===== config.mk =====
export PLATFORM = sky130hd
export DESIGN_NAME = conv_window_gen
export DESIGN_NICKNAME = d
export VERILOG_FILES = /design/src/rtl/conv_window_gen.sv
export SDC_FILE = /design/constraint.sdc
export NUM_CORES = 2
export LEC_CHECK = 0
export BUFFER_PORTS_ARGS = -buffer_cell sky130_fd_sc_hd__buf_2
export CORE_MARGIN = 8
export CORE_UTILIZATION = 45
export CTS_CLUSTER_SIZE = 30
export DETAILED_ROUTE_END_ITERATION = 10
export REMOVE_ABC_BUFFERS = 1
export SETUP_SLACK_MARGIN = 0.5
export SLEW_MARGIN = 20
export SYNTH_ARGS = -nofsm -noshare
export SYNTH_HDL_FRONTEND = slang
export SYNTH_SLANG_ARGS = --single-unit

===== constraint.sdc =====
create_clock -name clk -period 7.35 [get_ports clk]
set_input_delay 1.47 -clock clk [delete_from_list [all_inputs] [get_ports clk]]
set_output_delay 1.47 -clock clk [all_outputs]
set_load 0.05 [all_outputs]

===== src/rtl/conv_window_gen.sv =====
// conv_window_gen
// ---------------
// Feeds the 3x3 convolution engine. Takes a raster-order pixel stream (all
// channels of one pixel per beat), keeps the two previous image rows in line
// buffers, and emits every fully-interior 3x3 multi-channel window together
// with the coordinates of its centre pixel. Border pixels never become
// window centres, so each frame yields (IMG_H-2) x (IMG_W-2) windows.
//
// Ports
//   clk         clock; all logic on the rising edge
//   rst         synchronous reset, active-high
//   in_valid    pixel beat valid
//   in_ready    block can accept a beat
//   in_data     pixel; channel n at bits [n*PIX_W +: PIX_W]
//   out_valid   window valid
//   out_ready   consumer accepts window
//   out_window  tap k = 3*dy+dx (dy=0 top row, dx=0 left column) at
//               bits [k*CH*PIX_W +: CH*PIX_W], channels packed as in_data
//   out_row     centre row of the window
//   out_col     centre column of the window
//   frame_done  one-cycle pulse after the last pixel of a frame is accepted
//
// Handshake: a transfer happens on a cycle where valid && ready are both high.
// A valid output holds its payload stable until it is taken; the producer side
// never drops valid without a transfer. The output stage is one register deep,
// so in_ready = !out_valid || out_ready: a new beat is taken only when the
// window it might produce has somewhere to go.

module conv_window_gen #(
  parameter int IMG_W = 64,
  parameter int IMG_H = 64,
  parameter int PIX_W = 8,
  parameter int CH    = 3
) (
  input  logic                         clk,
  input  logic                         rst,
  input  logic                         in_valid,
  output logic                         in_ready,
  input  logic [CH*PIX_W-1:0]          in_data,
  output logic                         out_valid,
  input  logic                         out_ready,
  output logic [9*CH*PIX_W-1:0]        out_window,
  output logic [$clog2(IMG_H)-1:0]     out_row,
  output logic [$clog2(IMG_W)-1:0]     out_col,
  output logic                         frame_done
);

  localparam int PW = CH * PIX_W;
  localparam int RW = $clog2(IMG_H);
  localparam int CW = $clog2(IMG_W);

  // Position of the next pixel to arrive.
  logic [CW-1:0] col;
  logic [RW-1:0] row;

  logic accept;
  logic emit;
  logic last_col;
  logic last_row;

  // lb_top holds the row two above the incoming one, lb_mid the row directly
  // above. Each column slot is rotated top <- mid <- new on every accept.
  logic [PW-1:0] lb_top [IMG_W];
  logic [PW-1:0] lb_mid [IMG_W];
  logic [PW-1:0] top_rd;
  logic [PW-1:0] mid_rd;

  // Working 3x3 window, index k = 3*dy + dx, and its shifted successor.
  logic [PW-1:0] win       [9];
  logic [PW-1:0] win_shift [9];
  logic [9*PW-1:0] win_flat;

  assign in_ready = !out_valid || out_ready;
  assign accept   = in_valid && in_ready;
  assign last_col = (col == CW'(IMG_W - 1));
  assign last_row = (row == RW'(IMG_H - 1));

  // Only pixels at row>=2, col>=2 complete a window whose every tap belongs
  // to the current frame and current three columns; anything else would
  // expose stale line-buffer rows or stale window columns.
  assign emit = accept && (row >= RW'(2)) && (col >= CW'(2));

  // Pre-write contents: the column being overwritten this cycle is exactly
  // the one that feeds the new right-hand window column.
  assign top_rd = lb_top[col];
  assign mid_rd = lb_mid[col];

  always_comb begin
    for (int k = 0; k < 9; k++) begin
      win_shift[k] = '0;
    end
    for (int dy = 0; dy < 3; dy++) begin
      win_shift[3*dy]     = win[3*dy + 1];
      win_shift[3*dy + 1] = win[3*dy + 2];
    end
    win_shift[2] = top_rd;
    win_shift[5] = mid_rd;
    win_shift[8] = in_data;

    win_flat = '0;
    for (int k = 0; k < 9; k++) begin
      win_flat[k*PW +: PW] = win_shift[k];
    end
  end

  // Pixel storage. Contents are don't-care after reset because the emit
  // gating never exposes anything written before the current frame's rows
  // 0..1 and columns 0..1 have refilled it.
  always_ff @(posedge clk) begin
    if (accept) begin
      lb_top[col] <= mid_rd;
      lb_mid[col] <= in_data;
      for (int k = 0; k < 9; k++) begin
        win[k] <= win_shift[k];
      end
    end
  end

  // Position counters and the one-deep output register.
  always_ff @(posedge clk) begin
    if (rst) begin
      col        <= '0;
      row        <= '0;
      frame_done <= 1'b0;
      out_valid  <= 1'b0;
      out_window <= '0;
      out_row    <= '0;
      out_col    <= '0;
    end else begin
      frame_done <= 1'b0;

      if (accept) begin
        if (last_col) begin
          col <= '0;
          if (last_row) begin
            row        <= '0;
            frame_done <= 1'b1;
          end else begin
            row <= row + RW'(1);
          end
        end else begin
          col <= col + CW'(1);
        end
      end

      // A new window may land in the same cycle the old one is taken; the
      // load wins and out_valid stays high.
      if (emit) begin
        out_valid  <= 1'b1;
        out_window <= win_flat;
        out_row    <= row - RW'(1);
        out_col    <= col - CW'(1);
      end else if (out_valid && out_ready) begin
        out_valid <= 1'b0;
      end
    end
  end

endmodule


==> run metrics <==
largest net degree at the start of global routing 126; clock slew at reported path FFs 0.06 ns; Worst R2R Setup Slack 2.63 ns; Pleak 0.0455 µW; critical path class flop to flop; Row Count 198; Crit. End Element flop; Worst-Margin Slew 1.20 ns; syn_area_per_cell 17.3 µm²; Slowest cell on crit path dfxtp_4; cell total after placement 11500; gate count after technology mapping 7591; crit-path max FO 65; Layout Nets 8024; non-filler cells, final 12200; cell taking the most area after synthesis edfxtp_1; share of layout cells above drive strength 1 0.153; initial core utilization 0.452; postcts setup bufs 0; CTS root buf clkbuf_16; synthesis-stage register bit count 3464; share of the synthesized area in the top cell type 0.734; first-pass GRT wire length 536 mm; Clk pwr share 0.432; final clock skew 0.0602 ns; Comb pwr share 0.036; crit start category flop; cell mode on critical path buf_4; final setup vio count 0; First-pass DRT Iterations 6; vias in the first global route 69600; CTS resizes 0; DRC viols 0; Seq/Total Area, Yosys 0.771; EDFF count, synth 3216; Yosys Warn Count 0; WP buf/inv 3; Total Wirelength 385 mm; antenna-violating nets left 0; Tot GR Track Use 0.240; most frequent cells in the layout 3216 x edfxtp_1, 1302 x mux2i_1, 523 x nand2_1; area delta synth->final 14.2%; post-synth cell types 62; status finished, final reports clean; setup_tns 0 ns; sequential power share 0.533; CP required 7.92 ns; CTS tree built; CTS buffer count 352; Synth Flop Type edfxtp_1; Synth Cell Area 132000 µm²; Final Max Tran Viols 0; WL/cell 31.6 µm; core area 291000 µm²; DR iter-0 viols 8846; Longest Clk Path Bufs 4; Hold Crit Class flop to flop; Total Die Area 310000 µm²; Die H 557 µm; fin crit share 0.642; Die W 557 µm; H-tree levels 5; Skew-Pair Late Insertion Delay 0.93 ns; cell area power density 275 nW/µm²; switching pwr 8870 µW; VDD IR max 0.188 mV; top cells by area, synth edfxtp_1 73%, mux2i_1 9.9%, dfxtp_1 3.8%; slowest stage delay, CP 0.88 ns; fmax 212 MHz; critical path cell sequence buf_4 > buf_4 > mux2i_1 > a22oi_1 > nand3_1 > and4_1 > nor2_4 > buf_4; Tmin final 4.72 ns; RSZ-0062 raised after global routing false; WP data arrival 5.29 ns; commonest non-fill, non-tap cell in the layout edfxtp_1; initial antenna violation count 25; cts hold-fix bufs 0; Via density 5.92; Max Cap Viol 0; Pint 32400 µW; Rel. slew slack 0.196; final hold vios 0; Ports 259; Via Count 72100; GR Overflow Total 0; family with the most delay on the worst path buffers and inverters; CTS sink count 3464; I/O Buffers 258; HPWL after detailed placement 222 mm; asr flop ratio synth 0; switch share 0.215; RePlAce Congestion 0.837
-- per-stage QoR --
stage          setup slack, ns  utilization  area, µm²  hold WS [ns]  total power (µW)
5_1_grt                   2.51        0.516     150000         0.451             42300
4_1_cts                   2.68        0.516     150000         0.447             41500
2_1_floorplan           -45.80            -     129000         0.426             23600
3_5_place_dp              2.01        0.477     139000         0.434             23900
3_3_place_gp              1.95        0.477     139000         0.429             23900
6_report                  2.63        0.516     150000         0.447             41300
-- area by class of cell --
cell class / instances / area, µm²
inverters: 9 / 41.3
fillers: 23200 / 141000
repair buffers: 490 / 3740
diodes: 5 / 12.5
well taps: 3900 / 4880
clock buffers: 431 / 9300
multi-input cells: 3673 / 28600
flip-flops and latches: 3464 / 102000
clock inverters: 215 / 2160
-- sequential cells by signal (all words and copies together) (netlist names), named ones only --
signal and count:
lb_mid 1536, lb_top 1536, out_window 216, win 144
col 6, out_col 6, out_row 6, row 6
frame_done 1, out_valid 1
-- metal layers --
layer	vias up	routed length, µm	GRT usage
met2	3467	180000	0.386
met4	0	14000	0.0803
met1	37400	159000	0.339
met3	561	31800	0.0349
li1	30600	-	-
met5	-	0	0
-- Yosys cell counts (10+ instances only) --
cell,count
a31o_2,11
buf_2,198
buf_6,24
a22oi_1,178
nor2_1,287
xor2_1,10
and4_1,74
mux2i_1,1302
a21oi_1,330
dfxtp_1,248
o21ai_0,84
o221ai_1,17
clkbuf_1,188
a21oi_2,10
o31ai_1,43
o22ai_1,234
nand3_1,153
nor3_1,81
buf_4,12
a211oi_1,34
a22o_1,11
nor2b_1,19
nand2_1,523
mux4_2,117
buf_1,19
nand3b_1,44
edfxtp_1,3216
and2_1,10
-- path summary, 6_finish.rpt --
path	start	end	depth (start not counted)
min	win[8][1]	win[7][1]	0
max	flop	lb_top[60][3]	8
max reg2reg	flop	lb_top[60][3]	8
min reg2reg	win[8][1]	win[7][1]	0
-- power by group through the flow --
| stage | sequential [µW] | clock (µW) | combinational [µW] |
|---|---|---|---|
| floorplan | 22500 | 0 | 1120 |
| global placement | 22400 | 0 | 1450 |
| detailed placement | 22400 | 0 | 1480 |
| CTS | 22000 | 18000 | 1480 |
| global route | 22000 | 18800 | 1550 |
| finish | 22000 | 17800 | 1480 |
-- worst register-to-register path, stage by stage (launching register included) --
cell	delay (ns)
dfxtp_4	0.88
buf_4	0.94
buf_4	0.68
mux2i_1	0.17
a22oi_1	0.23
nand3_1	0.13
and4_1	0.32
nor2_4	0.23
buf_4	0.64
-- cells by family after synthesis --
family	after synthesis	synth area share
DFF	3464	0.771
adders and majority gates	6	0.000570
AOI/OAI and AO/OA	995	0.0476
muxes	1424	0.119
xor gates and xnor gates	17	0.00113
and+or+nand+nor	1231	0.0431
buffers and inverters	454	0.0169
Power figures use the tool's default switching activity.
